[src/rtl/pipeline_ctrl.sv]
// Pipeline latch controller: stalls, freezes, bubbles and flushes the five-stage
// pipeline from fetch/data handshakes and hazard-unit requests, and tracks halt.
module pipeline_ctrl (
    input  logic        CLK,
    input  logic        RST,
    input  logic        ihit,
    input  logic        dhit,
    input  logic        mem_dmemop,
    input  logic        lw_nop,
    input  logic        jmp_flush,
    input  logic        brch_flush,
    input  logic        halt_wb,
    output logic        pc_en,
    output logic        ifid_en,
    output logic        idex_en,
    output logic        exmem_en,
    output logic        memwb_en,
    output logic        ifid_flush,
    output logic        idex_flush,
    output logic        halted,
    output logic [15:0] stall_cnt
);

    typedef enum logic [1:0] {
        ST_RUN    = 2'd0,
        ST_DWAIT  = 2'd1,
        ST_HALTED = 2'd2
    } state_t;

    localparam logic [15:0] CNT_MAX = 16'hFFFF;

    state_t      state_r;
    state_t      state_nxt_s;
    logic        flush_pend_r;
    logic        flush_pend_nxt_s;
    logic        halted_r;
    logic [15:0] stall_cnt_r;

    logic        dwait_s;
    logic        adv_s;
    logic        flush_req_s;
    logic        active_s;
    logic        lw_stall_s;
    logic        stall_s;

    assign dwait_s     = mem_dmemop & ~dhit;
    assign adv_s       = ihit & ~dwait_s;
    assign flush_req_s = jmp_flush | brch_flush | flush_pend_r;
    assign active_s    = (state_r != ST_HALTED);
    // A load-use bubble only counts when no redirect overrides it.
    assign lw_stall_s  = adv_s & ~flush_req_s & lw_nop;
    assign stall_s     = active_s & (~adv_s | lw_stall_s);

    // Next-state and pending-flush bookkeeping.
    always_comb begin
        state_nxt_s      = state_r;
        flush_pend_nxt_s = flush_pend_r;
        case (state_r)
            ST_RUN, ST_DWAIT: begin
                if (adv_s && halt_wb) begin
                    state_nxt_s = ST_HALTED;
                end else if (dwait_s) begin
                    state_nxt_s = ST_DWAIT;
                end else begin
                    state_nxt_s = ST_RUN;
                end
                // A redirect that cannot be applied now is remembered until the pipe advances.
                if (adv_s) begin
                    flush_pend_nxt_s = 1'b0;
                end else begin
                    flush_pend_nxt_s = flush_req_s;
                end
            end
            ST_HALTED: begin
                state_nxt_s      = ST_HALTED;
                flush_pend_nxt_s = flush_pend_r;
            end
            default: begin
                state_nxt_s      = ST_RUN;
                flush_pend_nxt_s = 1'b0;
            end
        endcase
    end

    // Latch enables and bubble/flush controls.
    always_comb begin
        pc_en      = 1'b0;
        ifid_en    = 1'b0;
        idex_en    = 1'b0;
        exmem_en   = 1'b0;
        memwb_en   = 1'b0;
        ifid_flush = 1'b0;
        idex_flush = 1'b0;
        if (RST) begin
            ifid_flush = 1'b1;
            idex_flush = 1'b1;
        end else if (!active_s) begin
            pc_en = 1'b0;
        end else if (adv_s) begin
            ifid_en  = ~lw_stall_s;
            pc_en    = ~lw_stall_s;
            idex_en  = 1'b1;
            exmem_en = 1'b1;
            memwb_en = 1'b1;
            if (flush_req_s) begin
                ifid_flush = 1'b1;
                idex_flush = 1'b1;
            end else begin
                idex_flush = lw_nop;
            end
        end else if (dwait_s) begin
            pc_en = 1'b0;
        end else begin
            // Fetch miss only: back half drains while a bubble enters ID/EX.
            idex_en    = 1'b1;
            exmem_en   = 1'b1;
            memwb_en   = 1'b1;
            idex_flush = 1'b1;
        end
    end

    // State, pending flush, halt flag and stall counter registers.
    always_ff @(posedge CLK) begin
        if (RST) begin
            state_r      <= ST_RUN;
            flush_pend_r <= 1'b0;
            halted_r     <= 1'b0;
            stall_cnt_r  <= 16'd0;
        end else begin
            state_r      <= state_nxt_s;
            flush_pend_r <= flush_pend_nxt_s;
            halted_r     <= (state_nxt_s == ST_HALTED);
            if (stall_s && (stall_cnt_r != CNT_MAX)) begin
                stall_cnt_r <= stall_cnt_r + 16'd1;
            end else begin
                stall_cnt_r <= stall_cnt_r;
            end
        end
    end

    assign halted    = halted_r;
    assign stall_cnt = stall_cnt_r;

endmodule

[config.mk]
export PLATFORM = sky130hd
export DESIGN_NAME = pipeline_ctrl
export DESIGN_NICKNAME = d
export VERILOG_FILES = /design/src/rtl/pipeline_ctrl.sv
export SDC_FILE = /design/constraint.sdc
export NUM_CORES = 1
export LEC_CHECK = 0
export ABC_AREA = 0
export CAP_MARGIN = 20
export CORE_ASPECT_RATIO = 1.1
export CORE_MARGIN = 8
export CORE_UTILIZATION = 40
export CTS_BUF_LIST = sky130_fd_sc_hd__clkbuf_8 sky130_fd_sc_hd__clkbuf_16
export CTS_CLUSTER_SIZE = 8
export DETAILED_ROUTE_END_ITERATION = 7
export PLACE_DENSITY = 0.7
export SLEW_MARGIN = 20
export SYNTH_ARGS = -nofsm -noshare
export SYNTH_HDL_FRONTEND = slang
export SYNTH_SLANG_ARGS = --single-unit
[constraint.sdc]
create_clock -name CLK -period 1.9 [get_ports CLK]
set_input_delay 0.285 -clock CLK [delete_from_list [all_inputs] [get_ports CLK]]
set_output_delay 0.285 -clock CLK [all_outputs]
set_load 0.01 [all_outputs]
# --- Yosys cells after proc, flatten, opt, wreduce, memory -nomap -nowiden ---
# Cells that the tools add are included.
totals:
  reg_bits: 20
  input_bits: 9
  word_cells: 47
op_classes:
  addsub: 1
  n_eq_ne: 5
  mux: 20
  bitwise_logic: 13
  reduce_logical: 4
op_table:
  columns: ["operator", "n"]
  rows:
  - ["$mux 1", 17]
  - ["$add 16x1->16 const B", 1]
  - ["$ne 16x16->1 const B", 1]
  - ["$and 1x1->1", 5]
  - ["$not 1->1", 5]
  - ["$eq 2x2->1 const B", 2]
  - ["$pmux 2 s2", 1]
  - ["$or 1x1->1", 3]
  - ["$eq 2x1->1 const B", 1]
  - ["$logic_and 1x1->1", 2]
  - ["$logic_not 2->1", 1]
  - ["$mux 2", 1]
  - ["$ne 2x2->1 const B", 1]
  - ["$pmux 1 s2", 1]
  - ["$reduce_or 2->1", 1]

# --- Logic depth before layout (Yosys ltp) ---
# Gate-level depths: netlist of run 1.
logic_depth:
  depth_word: 10
  depth_mapped: 7

# --- Worst setup path after synthesis of run 1 ---
# OpenSTA, ideal clock, no wires.
synth_path:
  kind: "reg2reg"
  start: "register flush_pend_r"
  end: "register stall_cnt_r[13] (netlist: stall_cnt[13])"
  arrival_ns: 1.866
  t_required_ns: 1.779
  slack_ns: -0.087
  path_stages_with_launch: 6
  cell_sequence: "dfxtp_1 or4b_4 a31o_4 buf_6 nor4b_1 mux2_2"
synth_via:
  elab_chain_len: 7
synth_rtl:
  columns: ["element", "line_no", "text"]
  rows:
  - ["start: declaration", "34", "logic flush_pend_r;"]
  - ["start signal: assignment", "131", "flush_pend_r <= flush_pend_nxt_s;"]
  - ["$or 1x1->1", "48", "assign flush_req_s = jmp_flush | brch_flush | flush_pend_r;"]
  - ["$not 1->1", "51", "assign lw_stall_s = adv_s & ~flush_req_s & lw_nop;"]
  - ["$and 1x1->1 (2 in a row)", "51", null]
  - ["$or 1x1->1", "52", "assign stall_s = active_s & (~adv_s | lw_stall_s);"]
  - ["$and 1x1->1", "52", null]
  - ["$logic_and 1x1->1", "133", "if (stall_s && (stall_cnt_r != CNT_MAX)) begin"]
  - ["end signal: assignment", "134", "stall_cnt_r <= stall_cnt_r + 16'd1;"]
  - ["end signal: assignment", "136", "stall_cnt_r <= stall_cnt_r;"]
  - ["end: declaration", "37", "logic [15:0] stall_cnt_r;"]
# Every way passes these cells.
# A chain may end at the register's enable or synchronous reset.

# --- Worst setup path after layout of run 1 ---
layout_path:
  start: "register flush_pend_r"
  end: "register stall_cnt_r[3] (netlist: stall_cnt[3])"
# Same word-level chain as after synthesis.

==> impl_metrics.json, run 1 <==
{
  "status": "finished clean",
  "drt_pre_antenna_iters": 4,
  "min_path_type": "flop to flop",
  "grt_max_degree": 21,
  "p_switching_mw": 0.247,
  "rsz0062_at_grt": "true",
  "min_period_ps": 1880,
  "viasPerCell": 5.97,
  "critPathTopFamily": "simple AND/OR/NAND/NOR gates",
  "r2r-start": "flush_pend_r",
  "die_w_um": 66.0,
  "critPathLaunch": "flush_pend_r",
  "antenna_found_initial": 0,
  "async_flop_share": 0,
  "p_clk_frac": 0.412,
  "synth_edf_count": 0,
  "whs_ps": 521,
  "clock-root-buffer": "clkbuf_8",
  "design.die.area_um2": 4690,
  "synth_area_leaders": "dfxtp_1, a21oi_1, or4_1, nand3_1, mux2_2",
  "synth_fp_nets": 137,
  "num_rows": 20,
  "drc": 0,
  "cp_slowest_cell": "or4b_4",
  "htree_levels": 1,
  "n_antenna_cell": 0,
  "p_int_mw": 0.796,
  "grt_pass1_vias": 1294,
  "vias": 1277,
  "grt_usage": 0.154,
  "placed_area_um2": 1620,
  "power_frac_comb": 0.163,
  "place.port_buffers": 32,
  "cap_violations": 0,
  "io_pins": 33,
  "slew_headroom": 0.754,
  "grt_remaining_overflow": 0,
  "yosysSeqAreaShare": 0.364,
  "grt_pass1_wl_um": 5950,
  "die_h_um": 71.0,
  "syn-cell-area_um2": 1100,
  "r2r-end": "stall_cnt[3]",
  "pwr_density_cell_nw_per_um2": 595,
  "irDropWorstVdd_v": 0.000429,
  "synth_cell_types": 39,
  "end_kind": "flop",
  "worstMarginPinSlew_ps": 368,
  "drive_gt1_frac": 0.304,
  "dpl.hpwl_um": 2480,
  "worstPathRequired_ps": 2100,
  "initial_core_util": 0.407,
  "cts.sinks": 20,
  "routed_wl_um": 3590,
  "cts_tree": "yes",
  "antenna_left": 0,
  "synthCells": 127,
  "maxSlewViolCount": 0,
  "synth.avg_cell_area_um2": 8.66,
  "clk_latency_ps": 260,
  "yosys_warnings": 0,
  "nets": 192,
  "sequentialPowerShare": 0.425,
  "placeableCoreArea_um2": 2700,
  "critical_path_buf_inv_count": 0,
  "hold_violations": 0,
  "post_drt_wl_per_cell_um": 16.8,
  "crit_type": "flop to flop",
  "swShare": 0.236,
  "period_share": 0.990,
  "cts_made_buffers": 3,
  "yosysMostFrequentCell": "dfxtp_1",
  "clk_pin_slew_worst_paths_ps": 80,
  "crit_cells": 4,
  "r2r_setup_slack_ps": 20,
  "fin_skew_ps": 5.09,
  "max_stage_delay_ps": 540,
  "worstRegToRegCells": 4,
  "yosysTopAreaCellShare": 0.364,
  "yosys.area.top_type": "dfxtp_1",
  "ys_ff_latch": 20,
  "power_leakage_nw": 0.638,
  "cp_max_fo": 6,
  "drtIter0Drc": 84,
  "gp_congestion": 0.798,
  "startpoint_type": "flop",
  "clockBufferDepth": 2,
  "cp.arrival_ps": 2080,
  "yosys-top-cells-count": "dfxtp_1, a21oi_1, nand3_1",
  "synthFlopType": "dfxtp_1",
  "syn_to_final_growth_pct": 59.3,
  "fin_area_um2": 1750,
  "fmax_mhz": 532,
  "setup_viol": 0,
  "crit_chain": "or4b_4 > a31o_4 > or4_4 > a21oi_2",
  "endpoint": "stall_cnt[3]"
}
what timing repair did:
item / 4_1_cts / 5_1_grt
hold buffers: 0 / 0
resized for setup: 20 / 7
setup endpoints to repair: 19 / 12
pin swaps: 4 / 3
setup buffers: 0 / 0
gates cloned: 2 / 0
worst min path at each step:
stage | start | to | slack [ps] | cells after the start
floorplan | flush_pend_r | flush_pend_r | 470 | 2
global route | state_r[1] | state_r[0] | 550 | 1
CTS | stall_cnt[15] | stall_cnt[15] | 520 | 2
finish | state_r[1] | state_r[0] | 520 | 1
global placement | state_r[1] | state_r[0] | 490 | 1
detailed placement | stall_cnt[15] | stall_cnt[15] | 510 | 2
per-stage QoR:
step	power, mW	cells	util	TNS, ps	worst slack (ps)
CTS	1.04	214	0.635	-27.8	-15.7
detailed placement	0.614	208	0.600	-6800	-406
global placement	0.608	208	0.600	-5800	-362
finish	1.04	214	0.648	0	19.4
global route	1.08	214	0.648	-22.2	-15.7
floorplan	0.535	127	-	-2.23	-2.23
power groups by stage:
stage          combinational (mW)  clock (mW)  sequential [mW]
2_1_floorplan              0.0819           0            0.453
3_3_place_gp                0.157           0            0.451
3_5_place_dp                0.162           0            0.452
4_1_cts                     0.165       0.435            0.443
5_1_grt                     0.183       0.452            0.445
6_report                    0.170       0.430            0.443
layer usage:
layer  global-route usage  part of all wire  vias up
li1                     -                 -      609
met1                0.155              0.37      613
met2                0.283              0.53       49
met3               0.0442             0.088        6
met4               0.0665             0.011        0
met5                    0                 0        -
layout by cell type (no fill, tap or decap), drive strengths merged, types with 3 or more instances in the layout:
cell,Yosys,routed
buf,8,28
clkdlybuf4s50,0,22
dfxtp,20,20
a21oi,14,14
nand3,11,11
or4,8,8
nor2,7,7
dlygate4sd2,0,7
o31ai,6,6
nor2b,5,5
nand4,4,4
mux2,4,4
nor3,4,4
nor4,4,4
a31o,2,4
nand3b,3,3
clkbuf,3,3
registers in the layout, indices dropped and copies added (netlist names):
signal        cells
stall_cnt        16
state_r           2
flush_pend_r      1
halted            1
cell type report:
class	count	area [µm²]
Clock buffer	3	41.3
Clock inverter	1	30.0
Fill cell	251	951
Inverter	1	3.75
Multi-Input combinational cell	97	723
Sequential cell	20	403
Tap cell	33	41.3
Timing Repair Buffer	59	509
logic make-up (layout without fill, tap and decap cells):
group,Yosys count,after routing,share of synthesized area
AND/OR/NAND/NOR,58,58,0.323
AO/OA/AOI/OAI,32,34,0.199
flip-flops,20,20,0.364
buffers and inverters,12,64,0.0614
multiplexers,4,4,0.0410
adder cells (fa/ha/maj),1,1,0.0114
Note: power is estimated with default switching activity, not from simulation.
==> inputs of run 2 (changes only) <==
- HOLD_SLACK_MARGIN: not set -> 0.06
- SLEW_MARGIN: 20 -> 0
==> results of run 2 <==
Same layout as run 1: the final DEF is identical, and so are final timing and power.
==> inputs of run 3 (changes only) <==
- CORE_UTILIZATION: 40 -> 41
- GPL_TIMING_DRIVEN: not set -> 1
- PLACE_DENSITY: 0.7 -> 0.72
==> impl_metrics.json, run 3 (synthesis gave the netlist of run 1 again) <==
{
  "grt_max_degree": 21,
  "min_path_type": "flop to flop",
  "cp.arrival_ps": 1580,
  "grt_usage": 0.164,
  "slew_headroom": 0.751,
  "status": "finished clean",
  "dp_slack_ps": -427,
  "pwr_density_cell_nw_per_um2": 549,
  "min_period_ps": 1870,
  "worstPathRequired_ps": 1620,
  "io_pins": 33,
  "final_common_cell": "buf_4",
  "grt_pass1_wl_um": 6020,
  "power_leakage_nw": 0.644,
  "finalPower_mw": 0.969,
  "post_drt_wl_per_cell_um": 16.4,
  "initial_core_util": 0.436,
  "clock-root-buffer": "clkbuf_8",
  "clk_pin_slew_worst_paths_ps": 80,
  "antenna_found_initial": 0,
  "worstMarginPinSlew_ps": 371,
  "r2r-start": "flush_pend_r",
  "clk_latency_ps": 270,
  "fin_skew_ps": 1.54,
  "antenna_left": 0,
  "hold_violations": 0,
  "layout_common_cells": "buf_4, clkdlybuf4s50_1, dfxtp_1, a21oi_1, nand3_1",
  "drt_pre_antenna_iters": 4,
  "end_kind": "output port",
  "clockBufferDepth": 2,
  "num_rows": 19,
  "cts_made_buffers": 3,
  "maxSlewViolCount": 0,
  "routed_wl_um": 3510,
  "gp_congestion": 0.801,
  "syn_to_final_growth_pct": 60.4,
  "cts_tree": "yes",
  "vias": 1262,
  "grt_remaining_overflow": 0,
  "nets": 194,
  "irDropWorstVdd_v": 0.000493,
  "cts_setup_buffers": 0,
  "setup_viol": 0,
  "design.die.area_um2": 4600,
  "placeableCoreArea_um2": 2520,
  "period_share": 0.982,
  "die_h_um": 70.3,
  "cts.sinks": 20,
  "largest_reg_flops": 16,
  "cp_max_fo": 5,
  "startpoint_type": "input port",
  "n_antenna_cell": 0,
  "drive_gt1_frac": 0.311,
  "r2r_setup_slack_ps": 60,
  "crit_type": "input port to output port",
  "place.port_buffers": 32,
  "fmax_mhz": 536,
  "dpl.hpwl_um": 2470,
  "rsz0062_at_grt": "true",
  "fin_ws_ps": 34.0,
  "grt_pass1_vias": 1292,
  "viasPerCell": 5.90,
  "drc": 0,
  "hold_start": "stall_cnt[15]",
  "drtIter0Drc": 78,
  "critPathLaunch": "brch_flush",
  "die_w_um": 65.4,
  "htree_levels": 1,
  "cap_violations": 0
}
## run 3: worst paths after layout
| check | cells past startpoint | endpoint |
|---|---|---|
| max reg2reg | 4 | stall_cnt[15] |
| min reg2reg | 2 | stall_cnt[15] |
| min | 2 | stall_cnt[15] |
| max | 5 | ifid_en |
## run 3: layout make-up
type,instances,area [µm²]
sequential,20,402
fill,208,756
multi-input combinational,97,746
inverter,1,3.75
timing repair buffer,61,519
tap,31,38.8
clock buffer,4,55.1
## run 3: routing by layer
metal	up-vias	routed length, µm	GRT usage
met5	-	0	0
met4	0	87	0.0728
met3	7	221	0.0447
met2	38	1820	0.296
met1	606	1380	0.168
li1	611	-	-
## run 3: through the flow
stage / hold WS (ps) / cell area [µm²] / std cells / setup TNS, ps / util
floorplan: 472 / 1110 / 127 / -2.23 / -
global placement: 491 / 1630 / 208 / -5700 / 0.648
detailed placement: 500 / 1630 / 208 / -6370 / 0.648
CTS: 514 / 1730 / 214 / 0 / 0.687
global route: 544 / 1760 / 214 / -5.79 / 0.700
finish: 524 / 1760 / 214 / 0 / 0.700
## run 3: report_power, final
group          leakage [nW]  internal [mW]  switching, mW  total, mW
registers             0.163          0.430        0.00893      0.439
logic                 0.452         0.0953         0.0923      0.188
clock network        0.0288          0.185          0.157      0.343
total                 0.644          0.711          0.259      0.969
## run 3: critical path, stage by stage
cell	delay, ps
dlygate4sd2_1	270
or4b_4	600
nand3_1	110
nor3_1	60
clkdlybuf4s15_1	260
## run 3: timing repair
action / CTS / global route
gates resized for setup: 21 / 9
hold buffers: 0 / 0
pin swaps: 4 / 3
cloned: 2 / 0
hold endpoints to repair: 0 / 0
setup endpoints to repair: 19 / 12
